[src/rtl/seq_gen.sv]
// rtl/seq_gen.sv - framed serial transmitter: sync header, payload MSB first, optional even parity
module seq_gen #(
    parameter int                DATA_W    = 8,
    parameter int                HDR_W     = 4,
    parameter logic [HDR_W-1:0]  HEADER    = 4'b0110,
    parameter int                PARITY_EN = 1,
    parameter logic              IDLE_LVL  = 1'b1
) (
    input  logic              clk,
    input  logic              rst_n,
    input  logic              tx_valid,
    input  logic [DATA_W-1:0] tx_data,
    output logic              tx_ready,
    output logic              dout,
    output logic              busy,
    output logic              done
);

    localparam int MAX_W = (HDR_W > DATA_W) ? HDR_W : DATA_W;
    localparam int CNT_W = (MAX_W > 1) ? $clog2(MAX_W) : 1;

    typedef enum logic [1:0] {
        IDLE = 2'd0,
        HDR  = 2'd1,
        DATA = 2'd2,
        PAR  = 2'd3
    } state_t;

    state_t             state, state_n;
    logic [CNT_W-1:0]   cnt, cnt_n;
    logic [DATA_W-1:0]  data_sh, data_sh_n;
    logic [HDR_W-1:0]   hdr_sh, hdr_sh_n;
    logic               par, par_n;
    logic               dout_n;
    logic               done_n;

    // Register the FSM, the shifters and the registered line outputs
    always_ff @(posedge clk) begin
        if (!rst_n) begin
            state   <= IDLE;
            cnt     <= '0;
            data_sh <= '0;
            hdr_sh  <= '0;
            par     <= 1'b0;
            dout    <= IDLE_LVL;
            done    <= 1'b0;
        end else begin
            state   <= state_n;
            cnt     <= cnt_n;
            data_sh <= data_sh_n;
            hdr_sh  <= hdr_sh_n;
            par     <= par_n;
            dout    <= dout_n;
            done    <= done_n;
        end
    end

    // Next-state logic: cnt counts the bits still to follow the one on dout in the current field
    always_comb begin
        state_n   = state;
        cnt_n     = cnt;
        data_sh_n = data_sh;
        hdr_sh_n  = hdr_sh;
        par_n     = par;
        dout_n    = dout;
        done_n    = 1'b0;
        case (state)
            IDLE: begin
                dout_n = IDLE_LVL;
                if (tx_valid) begin
                    data_sh_n = tx_data;
                    par_n     = ^tx_data;
                    // The first header bit goes out on the accepting edge; keep the rest queued
                    dout_n    = HEADER[HDR_W-1];
                    hdr_sh_n  = HEADER << 1;
                    cnt_n     = CNT_W'(HDR_W - 1);
                    state_n   = HDR;
                end
            end
            HDR: begin
                if (cnt == '0) begin
                    dout_n    = data_sh[DATA_W-1];
                    data_sh_n = data_sh << 1;
                    cnt_n     = CNT_W'(DATA_W - 1);
                    state_n   = DATA;
                end else begin
                    dout_n   = hdr_sh[HDR_W-1];
                    hdr_sh_n = hdr_sh << 1;
                    cnt_n    = cnt - 1'b1;
                end
            end
            DATA: begin
                if (cnt == '0) begin
                    if (PARITY_EN != 0) begin
                        dout_n  = par;
                        state_n = PAR;
                    end else begin
                        dout_n  = IDLE_LVL;
                        done_n  = 1'b1;
                        state_n = IDLE;
                    end
                end else begin
                    dout_n    = data_sh[DATA_W-1];
                    data_sh_n = data_sh << 1;
                    cnt_n     = cnt - 1'b1;
                end
            end
            PAR: begin
                dout_n  = IDLE_LVL;
                done_n  = 1'b1;
                state_n = IDLE;
            end
            default: begin
                dout_n  = IDLE_LVL;
                state_n = IDLE;
            end
        endcase
    end

    assign tx_ready = (state == IDLE);
    assign busy     = ~tx_ready;

endmodule

[config.mk]
export PLATFORM = sky130hd
export DESIGN_NAME = seq_gen
export DESIGN_NICKNAME = d
export VERILOG_FILES = /design/src/rtl/seq_gen.sv
export SDC_FILE = /design/constraint.sdc
export NUM_CORES = 1
export LEC_CHECK = 0
export ABC_AREA = 1
export BUFFER_PORTS_ARGS = -buffer_cell sky130_fd_sc_hd__clkbuf_2
export CAP_MARGIN = 20
export CORE_UTILIZATION = 56
export DETAILED_ROUTE_END_ITERATION = 10
export PLACE_DENSITY = 0.78
export SLEW_MARGIN = 20
export SYNTH_ARGS = -nofsm -noshare
export SYNTH_HDL_FRONTEND = slang
export SYNTH_SLANG_ARGS = --single-unit
[constraint.sdc]
create_clock -name clk -period 1.75 [get_ports clk]
set_clock_uncertainty 0.2 [all_clocks]
set_input_delay 0.2625 -clock clk [delete_from_list [all_inputs] [get_ports clk]]
set_output_delay 0.2625 -clock clk [all_outputs]
set_load 0.01 [all_outputs]
# Word-level counts from Yosys, hierarchy flattened
# Cells that the tools add are included.
op_classes:
  addsub: 1
  n_eq_ne: 8
  n_mux: 20
  n_bitwise: 1
  reduce_logical: 10
ops:
  columns: ["op", "count"]
  rows:
  - ["2-to-1 mux 8 bit", 3]
  - ["case mux 8 bit (3 select lines)", 1]
  - ["!= test 2 bit (second input constant)", 5]
  - ["2-to-1 mux 3 bit", 3]
  - ["case mux 3 bit (3 select lines)", 1]
  - ["AND reduction 3 bit", 3]
  - ["2-to-1 mux 4 bit", 2]
  - ["case mux 2 bit (4 select lines)", 1]
  - ["case mux 4 bit (2 select lines)", 1]
  - ["XOR reduction 8 bit", 1]
  - ["2-to-1 mux 2 bit", 3]
  - ["== test 2 bit (second input constant)", 2]
  - ["2-to-1 mux 1 bit", 4]
  - ["case mux 1 bit (4 select lines)", 1]
  - ["AND reduction 4 bit", 1]
  - ["zero test 3 bit", 1]
  - ["nonzero test 3 bit", 1]
  - ["subtractor 3 x 1 -> 3 bit (second input constant)", 1]
  - ["== test 2 x 1 -> 1 bit (second input constant)", 1]
  - ["zero test 2 bit", 1]
  - ["AND reduction 2 bit", 1]
  - ["nonzero test 2 bit", 1]
  - ["inverter 1 bit", 1]
totals:
  regBits: 20
  in_bits: 11
  output_inout_bits: 4
  elab_cells: 47

# Logic depth before layout (Yosys ltp)
# Gate-level depths: netlist of run 1.
logic_depth:
  depth_word: 3
  ltp_mapped: 10
  depth_no_buf: 10

# Worst setup path before layout of run 1
# Ideal clock, no wire load.
synth_timing:
  path_type: "register to register"
  start: "reg state[0]"
  end: "reg data_sh[7]"
  setup_time_ps: 116
  arrival_time_ps: 1342
  required_ps: 1434
  path_slack_ps: 92
  stages_incl_launch_ff: 11
  path_buffers: 0
  period_less_slack_ps: 1658
  path_cell_list: "dfxtp_1 -> inv_1 -> ha_1 -> inv_2 -> nor2_2 -> nor2_2 -> nand2_4 -> nor2_8 -> inv_6 -> nor2_1 -> nor2_1"
synth_via:
  elab_chain_cells: 3
  elab_cells_between_ends: 9
  classes_between: "5 x eq/ne; 1 x mux; 3 x reduce/logical"
synth_lines:
  columns: ["element", "line_no", "rtl"]
  rows:
  - ["start, declared", "29", "state_t state, state_n;"]
  - ["start signal, assigned", "48", "state <= state_n;"]
  - ["zero test 2 bit (*)", null, null]
  - ["net tx_ready", "13", "output logic tx_ready,"]
  - ["!= test 2 bit (no line) / nonzero test 3 bit (equally long branches)", null, null]
  - ["AND reduction 4 bit (no line)", null, null]
  - ["end signal, assigned", "50", "data_sh <= data_sh_n;"]
  - ["end, declared", "31", "logic [DATA_W-1:0] data_sh, data_sh_n;"]
# The timed path passes the listed nets; every way through them passes the cells marked *.
# A chain may end at the register's enable or synchronous reset.

# Final worst setup path of run 1
layout_timing:
  start: "reg state[0]"
  end: "reg data_sh[3]"
layout_via:
  elab_chain_cells: 3
  elab_cells_between_ends: 9
  classes_between: "5 x eq/ne; 1 x mux; 3 x reduce/logical"
layout_lines:
  columns: ["element", "line_no", "rtl"]
  rows:
  - ["== test 2 bit, or another cell as far along", "67", "case (state)"]
  - ["!= test 2 bit (no line) / nonzero test 3 bit (equally long branches)", null, null]
  - ["AND reduction 4 bit (no line)", null, null]
# Parallel ways exist; a longest one is shown, timed or not.

==> summary.md, run 1 <==
| Metric | Value |
|---|---|
| Status | completed |
| Overall die width | 46.9 microns |
| Peak VDD IR | 0.000984 V |
| CP Max Fanout | 8 |
| Final Max Slew Viols | 0 |
| Total number of vias | roughly 1200 |
| Total gr overflow | 0 |
| Synth Net Count | a little under 200 |
| Placement Cell Area | 1240 sq um |
| # diodes | 0 |
| Final ANT Viol Nets | 0 |
| DRC Markers | 0 |
| Post-layout total power | 2.55 mW |
| Die Area | 2200 sq um |
| Net Switching | 1.21 mW |
| Clock-pin slew on the worst setup and hold paths | 110 ps |
| Synth Warn # | 0 |
| Leading area contributor after synthesis | dfxtp_1 |
| Post-DP HPWL | 1.82 mm |
| Comb power frac | 63.7% |
| GR Util All Layers | around a quarter |
| Post-Place Cells | 218 |
| Final Hold Fails | 0 |
| Wire per inst | 10.7 microns |
| Endpoints failing setup | 0 |
| Leak pwr | 0.716 nW |
| Cell internal pwr | between 1 and 1.5 mW |
| Power Dens Cells | about 1900 nW/um^2 |
| Clock buffer depth | 2 |
| Synth top area share | 31.9% |
| Fin area | 1360 sq um |
| Vias in the first global route | 972 |
| R2r setup slk | 70 ps |
| CP Launch Type | flip-flop |
| Max layer used | met4 |
| Starting Density | 62.7% |
| Die height | 46.9 microns |
| Port buffer count | 14 |
| Rows | 15 |
| Critical Path RT | 1740 ps |
| Layout cells sized above 1 | 23.3% |
| Routed met3 length | between 70 and 80 microns |
| Slew margin rel. | 83.2% |
| CTS buffer count | 3 |
| Worst Hold Depth | 3 |
| IO Pins | 15 |
| Wire length on met1 | ~1.1 mm |
| CTS sink cnt | 18 |
| Final WL | 2.44 mm |
| Tmin final | around 1700 ps |
| Syn Std Cell Area | roughly 1100 sq um |
| CTS tree | yes |
| Largest net degree at the start of global routing | 15 |
| Syn Area/Cell | 6.35 sq um |
| Gate Count Post-Synth | approximately 180 |
| DR vias/cell | a little over 5 |
| Post-route insts no fill | 227 |
| Clk_lat worst skew | 290 ps |
| Final Util | 75.6% |
| Routed met2 length | 1.27 mm |
| Sequential share of the synthesized area | 31.9% |
| DR iter-0 viols | 19 |
| Worst Tran Pin Value | 252 ps |
| Final Net Count | ~220 |
| CP Capture Type | flip-flop |
| Flop pwr share | 26.1% |
| Switching Share | 47.5% |
| Critical path type | flip-flop to flip-flop |
| CTS H-tree depth | 1 |
| Setup TNS | 0 ps |
| Area contributors post-synth | dfxtp_1 32%, nand2_1 18%, o21ai_0 8.4% |
| Filler cells | 168 |
| Synth Register Bits | 18 |
| Area occupied by multi-input gates | 694 sq um |
| First-pass GRT wire length | 3.83 mm |
| Clock power frac | 10.2% |
| Post-synth cell types | 22 |
| Placer congestion estimate | 0.905 |
| Core box area | around 1800 sq um |
| R2R depth | 10 |
| Initial antenna violation count | 0 |
| Layout area overhead | 20.5% |
| Fmax | a little under 600 MHz |
| Max_cap viols | 0 |
| Register area | 363 sq um |
| CP arrival | 1670 ps |
| CTS Root Cell | clkbuf_4 |
| Initial DRT Pass Iterations | 4 |
| Final period util | between 90% and 100% |
| Hold Crit Class | primary input to flip-flop |
## path summary, 6_finish.rpt
check	startpoint	end
setup / recovery	state[0]	data_sh[3]
hold / removal	tx_data[0]	data_sh[0]
setup reg to reg	state[0]	data_sh[3]
hold reg to reg	hdr_sh[2]	hdr_sh[2]
## cells in the mapped netlist (all sizes together)
| library cell | number |
|---|---|
| nand2 | 56 |
| inv | 29 |
| nor2 | 28 |
| o21ai | 19 |
| dfxtp | 18 |
| a21oi | 9 |
| ha | 7 |
| nand3 | 4 |
| nor3 | 3 |
| a31oi | 1 |
| buf | 1 |
| clkbuf | 1 |
| nand4 | 1 |
| xnor2 | 1 |
## metrics by stage
stage | setup WS [ps] | hold WS, ps
2_1_floorplan | 91.9 | 201
3_3_place_gp | 89.9 | 250
3_5_place_dp | 12.6 | 259
4_1_cts | 27.0 | 42.1
5_1_grt | -0.852 | 59.4
6_report | 70.0 | 47.2
## critical path, stage by stage (launching register included)
cell	delay [ps]
dfxtp_2	370
inv_1	80
ha_2	200
inv_2	80
nor2_4	50
nor2_4	120
nand2_4	100
nor2_8	170
inv_6	60
nor2_1	80
nor2_1	50
## what timing repair did
item,CTS,global route
cloned,0,1
hold buffers,0,0
buffers inserted,0,4
setup endpoints to repair,1,10
pin swaps,0,5
gates resized for setup,2,13
## state kept, by name, indices dropped and copies added, names as in the netlist
name and count:
data_sh 8, cnt 3, hdr_sh 2, state 2
done 1, dout 1, par 1
## power by group through the flow
| stage | clock network (mW) | registers [mW] | logic (mW) |
|---|---|---|---|
| finish | 0.261 | 0.665 | 1.62 |
| global route | 0.280 | 0.685 | 1.81 |
| CTS | 0.265 | 0.660 | 1.37 |
| detailed placement | 0 | 0.666 | 1.35 |
| global placement | 0 | 0.660 | 1.32 |
| floorplan | 0 | 0.648 | 1.03 |
## cell families (layout without fill, tap and decap cells)
group / after synthesis / in the layout / synth area share [%]
fa+ha+maj: 7 / 7 / 7.75
simple gates: 92 / 93 / 35.4
buf+inv: 31 / 54 / 10.9
xor+xnor: 1 / 1 / 0.775
compound gates: 29 / 29 / 13.3
flops: 18 / 18 / 31.9
## area by class of cell
class                   instances  area share (%)
clock buffers                   4            2.67
inverters                      29            8.36
multi-input cells             130            51.0
flip-flops and latches         18            26.7
well taps                      25            2.30
repair buffers                 21            9.01
## per-layer routing
metal,GRT usage [%],up-vias
li1,-,605
met1,28.2,532
met2,45.0,21
met3,5.00,2
met4,9.14,0
met5,0,-
## placed cells by master (no fill, tap or decap)
master,Yosys,layout
nand2_1,53,52
inv_1,25,24
nor2_1,23,21
o21ai_0,19,16
dfxtp_1,18,16
clkbuf_2,0,14
a21oi_1,8,7
buf_4,0,7
ha_1,7,6
nor2_4,1,5
inv_2,3,4
nand3_1,4,4
nand2_2,2,3
nor3_1,3,3
o21ai_1,0,3
clkbuf_4,0,3
nor2_2,3,2
dfxtp_2,0,2
nand2_4,1,1
nor2_8,1,1
inv_6,1,1
a21oi_2,1,1
nand4_1,1,1
a21oi_4,0,1
a31oi_1,1,1
xnor2_1,1,1
ha_2,0,1
clkbuf_8,0,1
Note: power is estimated with default switching activity, not from simulation.
==> inputs of run 2 (changes only) <==
--- a/config.mk
+++ b/config.mk
@@ -10,6 +10,7 @@
 export CAP_MARGIN = 20
 export CORE_UTILIZATION = 56
 export DETAILED_ROUTE_END_ITERATION = 10
+export HOLD_SLACK_MARGIN = 0.1
 export PLACE_DENSITY = 0.78
 export SLEW_MARGIN = 20
 export SYNTH_ARGS = -nofsm -noshare
==> run 2 against run 1 <==
  * Final area increased by 1.5%
  * Register-to-register slack about the same
  * Flip-flop and latch count unchanged
  * Routed wire length increased by 2.9%
  * Critical path depth decreased by 6
  * Sequential share of layout area decreased by 0.39 points
  * Clock power about the same
  * Fmax decreased by 0.16%
  * Critical endpoint is now tx_ready
  * Total power increased by 0.29%
  * Largest power group unchanged
==> summary.md, run 2 (synthesized netlist as in run 1, its figures left out) <==
| Metric | Value |
|---|---|
| Final ANT Viol Nets | 0 |
| Critical path type | flip-flop to output port |
| Total number of vias | 1156 |
| Vias in the first global route | 1009 |
| Clock buffer depth | 2 |
| Layout cells sized above 1 | a little under a quarter |
| CP max stage cell | dfxtp_2 |
| Final Util | between 70% and 80% |
| Filler cells | 163 |
| Fmax | 594 MHz |
| Rows | 15 |
| Starting Density | between 60% and 70% |
| Post-Place Cells | 218 |
| Clk_lat worst skew | 300 ps |
| DR vias/cell | around 5.0 |
| IO Pins | 15 |
| Initial DRT Pass Iterations | 6 |
| Final Net Count | between 200 and 250 |
| Initial antenna violation count | 0 |
| First-pass GRT wire length | 3.91 mm |
| Tmin final | approximately 1700 ps |
| Worst Tran Pin Value | 257 ps |
| Die Area | 2200 sq um |
| Post-DP HPWL | 1.82 mm |
| Largest net degree at the start of global routing | 15 |
| Power Dens Cells | around 1800 nW/um^2 |
| Die height | 46.9 microns |
| Wire per inst | 11.0 microns |
| Critical Path RT | ~1300 ps |
| Final WL | 2.51 mm |
| Slew margin rel. | ~83% |
| Final Hold Fails | 0 |
| CTS Root Cell | clkbuf_4 |
| CP Max Fanout | 4 |
| Max_cap viols | 0 |
| DR iter-0 viols | 19 |
| Port buffer count | 14 |
| Commonest non-fill, non-tap cells in the layout | 52 x nand2_1, 24 x inv_1, 21 x nor2_1 |
| CTS H-tree depth | 1 |
| CP Capture Type | output port |
| # diodes | 0 |
| Hold Crit Class | primary input to flip-flop |
| Fin area | 1380 sq um |
| Endpoints failing setup | 0 |
| Peak VDD IR | slightly below 0.001 V |
| Pre-CTS setup slack | 12.6 ps |
| Biggest regs | data_sh x8, cnt x3 |
| Crit path cell chain | inv_1 > ha_2 > buf_4 > clkbuf_2 |
| CTS tree | yes |
| Core box area | 1800 sq um |
| CTS sink cnt | 18 |
| Total gr overflow | 0 |
| Final period util | 96.2% |
| Layout area overhead | 22.3% |
| Setup slack after layout | between 60 and 70 ps |
| Placement Cell Area | 1240 sq um |
| Max reg flops | 8 |
| CP max stage delay | between 300 and 400 ps |
| Overall die width | 46.9 microns |
| Final Max Slew Viols | 0 |
| CTS buffer count | 3 |
| Leak pwr | 0.725 nW |
| CP Launch Type | flip-flop |
| Placer congestion estimate | 0.905 |
| Clock-pin slew on the worst setup and hold paths | 110 ps |
| Post-route insts no fill | 229 |
| Status | completed |
| CP arrival | between 1000 and 1500 ps |
| Most common cell after layout, fill and taps aside | nand2_1 |
| DRC Markers | 0 |
| Largest reg by FF count | data_sh |
| GR Util All Layers | ~25% |
| Setup TNS | 0 ps |
==> run 2: per-layer routing <==
layer / part of all wire (%) / GRT usage [%]
met5: 0 / 0
met4: 2.1 / 12.6
met3: 2.3 / 5.00
met2: 51 / 45.6
met1: 44 / 28.2
==> run 2: repair_timing <==
action | 4_1_cts | 5_1_grt
endpoints found under the hold margin | 2 | 0
gates resized for setup | 2 | 13
endpoints found under the setup margin | 1 | 10
buffers inserted | 0 | 4
hold buffers | 2 | 0
gates cloned | 0 | 1
pin swaps | 0 | 5
==> run 2: cell type report <==
class / count / area, sq um / area share (%)
Inverter: 29 / 114 / 8.24
Tap cell: 25 / 31.3 / 2.26
Sequential cell: 18 / 363 / 26.3
Timing Repair Buffer: 23 / 143 / 10.3
Clock buffer: 4 / 36.3 / 2.63
Multi-Input combinational cell: 130 / 694 / 50.3
==> run 2: worst max-delay path, delay by kind of cell (launching register included) <==
| kind | cells | cell delay [ps] |
|---|---|---|
| DFF | 1 | 350 |
| buffers and inverters | 3 | 350 |
| adders and majority gates | 1 | 220 |
==> run 2: through the flow <==
stage	hold WS, ps	total power [mW]
finish	141	2.55
global route	153	2.78
CTS	132	2.30
detailed placement	259	2.01
global placement	250	1.99
floorplan	201	1.68
==> run 2: where the power goes <==
group	leakage, nW	internal [mW]	switching, mW
Clock	0.0210	0.127	0.136
Sequential	0.150	0.572	0.0924
Combinational	0.554	0.641	0.986
Total	0.725	1.34	1.21
==> run 2: worst paths after layout <==
kind	slack [ps]	startpoint	to	cells past startpoint
max reg2reg	70	state[0]	data_sh[3]	10
min	140	tx_data[3]	data_sh[3]	5
min reg2reg	280	hdr_sh[2]	hdr_sh[2]	2
max	70	state[0]	tx_ready	4
==> inputs of run 3 (changes only) <==
--- a/config.mk
+++ b/config.mk
@@ -9,9 +9,12 @@
 export BUFFER_PORTS_ARGS = -buffer_cell sky130_fd_sc_hd__clkbuf_2
 export CAP_MARGIN = 20
 export CORE_UTILIZATION = 56
+export CTS_CLUSTER_DIAMETER = 50
 export DETAILED_ROUTE_END_ITERATION = 10
 export HOLD_SLACK_MARGIN = 0.1
+export MAX_ROUTING_LAYER = met4
 export PLACE_DENSITY = 0.78
+export REMOVE_ABC_BUFFERS = 1
 export SLEW_MARGIN = 20
 export SYNTH_ARGS = -nofsm -noshare
 export SYNTH_HDL_FRONTEND = slang
==> run 3 against run 2 <==
  * Fmax is 1.3% higher
  * Hold slack worse by 12 ps
  * Register-to-register slack better by 20 ps
  * Clock power is 4% lower
  * Largest cell class unchanged
  * Via count is 4.2% lower
  * Global-route usage is 2.1 points lower
  * Routed wire length is 8.4% lower
  * First-iteration DRC count is 5.3% higher
  * Total power is 3.6% lower
  * Sequential power is 0.9% lower
==> summary.md, run 3 (synthesized netlist as in run 1, its figures left out) <==
| Metric | Value |
|---|---|
| Max_cap viols | 0 |
| Final Hold Fails | 0 |
| DR vias/cell | 4.86 |
| CP Launch Type | flip-flop |
| CP max stage cell | dfxtp_2 |
| Biggest regs | data_sh x8, cnt x3 |
| Slew margin rel. | 84.3% |
| Largest net degree at the start of global routing | 15 |
| Initial antenna violation count | 0 |
| Die Area | roughly 2200 sq um |
| Max reg flops | 8 |
| Commonest non-fill, non-tap cells in the layout | 53 x nand2_1, 24 x inv_1, 23 x nor2_1 |
| Initial DRT Pass Iterations | 4 |
| Clock buffer depth | 2 |
| Worst Tran Pin Value | roughly 240 ps |
| Layout cells sized above 1 | between 20% and 30% |
| Total number of vias | approximately 1100 |
| Critical path type | flip-flop to flip-flop |
| Total gr overflow | 0 |
| Net Switching | 1.15 mW |
| Largest reg by FF count | data_sh |
| Post-Place Cells | between 200 and 250 |
| Clock-pin slew on the worst setup and hold paths | 100 ps |
| Tmin final | 1660 ps |
| CTS sink cnt | 18 |
| Final Max Slew Viols | 0 |
| Port buffer count | 14 |
| CP max stage delay | 340 ps |
| Vias in the first global route | 917 |
| IO Pins | 15 |
| Clock power frac | 10.3% |
| CTS buffer count | 3 |
| Status | completed |
| CP arrival | 1650 ps |
| Clk_lat worst skew | roughly 280 ps |
| Placer congestion estimate | between 0.9 and 1 |
| # diodes | 0 |
| Power Dens Cells | 1800 nW/um^2 |
| CTS H-tree depth | 1 |
| Rows | 15 |
| Peak VDD IR | about 0.00085 V |
| Cell internal pwr | 1.31 mW |
| Fmax | 602 MHz |
| Final ANT Viol Nets | 0 |
| Switching Share | a little under half |
| CTS tree | yes |
| Crit path cell chain | inv_1 > ha_4 > inv_2 > nor2_2 > nor2_2 > nand2_4 > nor2_8 > inv_6 > nor2_1 > nor2_1 |
| Final period util | between 90 and 100% |
| Comb power frac | a little over three fifths |
| Post-DP HPWL | 1.76 mm |
| CP Capture Type | flip-flop |
| Wire per inst | between 10 and 15 microns |
| Die height | 46.9 microns |
| Overall die width | 46.9 microns |
| First-pass GRT wire length | 3.54 mm |
| Filler cells | approximately 160 |
| Post-layout total power | about 2.5 mW |
| Post-route insts no fill | 228 |
| Critical Path RT | 1740 ps |
| DRC Markers | 0 |
| Starting Density | between 60 and 70% |
| Most common cell after layout, fill and taps aside | nand2_1 |
| Endpoints failing setup | 0 |
| GR Util All Layers | 23.2% |
| CP Max Fanout | 8 |
| Worst path bufs/invs | 3 |
| Final Net Count | 222 |
| Core box area | roughly 1800 sq um |
| Leak pwr | 0.721 nW |
| DR iter-0 viols | 20 |
| Flop pwr share | between 20 and 30% |
| Final WL | 2.30 mm |
| Layout area overhead | 20.9% |
| CTS Root Cell | clkbuf_4 |
| Hold Crit Class | primary input to flip-flop |
| Largest delay share family, worst path | simple AND/OR/NAND/NOR gates |
run 3: tightest hold or removal path, stage by stage:
cell and delay (ps):
clkbuf_2 100, nand2_1 50, nand2_1 50, nor2_1 40
nor2_1 90
run 3: metal layers:
layer	share of wire (%)	wire [microns]	track usage, %	vias up
met2	47	1080	40.8	21
met5	0	0	-	-
met1	50	1150	27.0	481
li1	-	-	-	604
met4	0.83	19	8.57	0
met3	2.3	52	2.31	2
run 3: path summary, 6_finish.rpt:
path                    from          to  slack, ps  depth (start not counted)
setup / recovery    state[1]  data_sh[7]         90                         10
hold / removal    tx_data[2]  data_sh[2]        130                          5
setup reg to reg    state[1]  data_sh[7]         90                         10
hold reg to reg    hdr_sh[2]   hdr_sh[2]        270                          2
run 3: area by class of cell:
| type | instances | area [sq um] | area share [%] |
|---|---|---|---|
| multi-input cells | 130 | 687 | 50.3 |
| flip-flops and latches | 18 | 363 | 26.6 |
| repair buffers | 22 | 135 | 9.89 |
| inverters | 29 | 114 | 8.33 |
| clock buffers | 4 | 36.3 | 2.66 |
| well taps | 25 | 31.3 | 2.29 |
run 3: stage by stage:
stage | cell area [sq um] | hold WS [ps] | setup slack (ps) | utilization [%] | TNS, ps
after global routing | 1370 | 153 | -9.88 | 75.8 | -12.7
after global placement | 1260 | 248 | 109 | 69.9 | 0
after CTS | 1320 | 132 | 14.9 | 73.1 | 0
final | 1370 | 130 | 88.1 | 75.8 | 0
after detailed placement | 1260 | 254 | 31.4 | 69.9 | 0
after floorplan | 1120 | 160 | 91.7 | - | 0
run 3: power by group through the flow:
stage	registers, mW	clock network [mW]	logic [mW]
2_1_floorplan	0.648	0	1.02
3_3_place_gp	0.658	0	1.35
3_5_place_dp	0.664	0	1.37
4_1_cts	0.654	0.264	1.38
5_1_grt	0.676	0.269	1.73
6_report	0.659	0.253	1.55
run 3: timing repair:
item,CTS,global route
hold endpoints to repair,2,0
buffers inserted,0,1
endpoints found under the setup margin,0,11
hold buffers,2,0
gates resized for setup,0,9
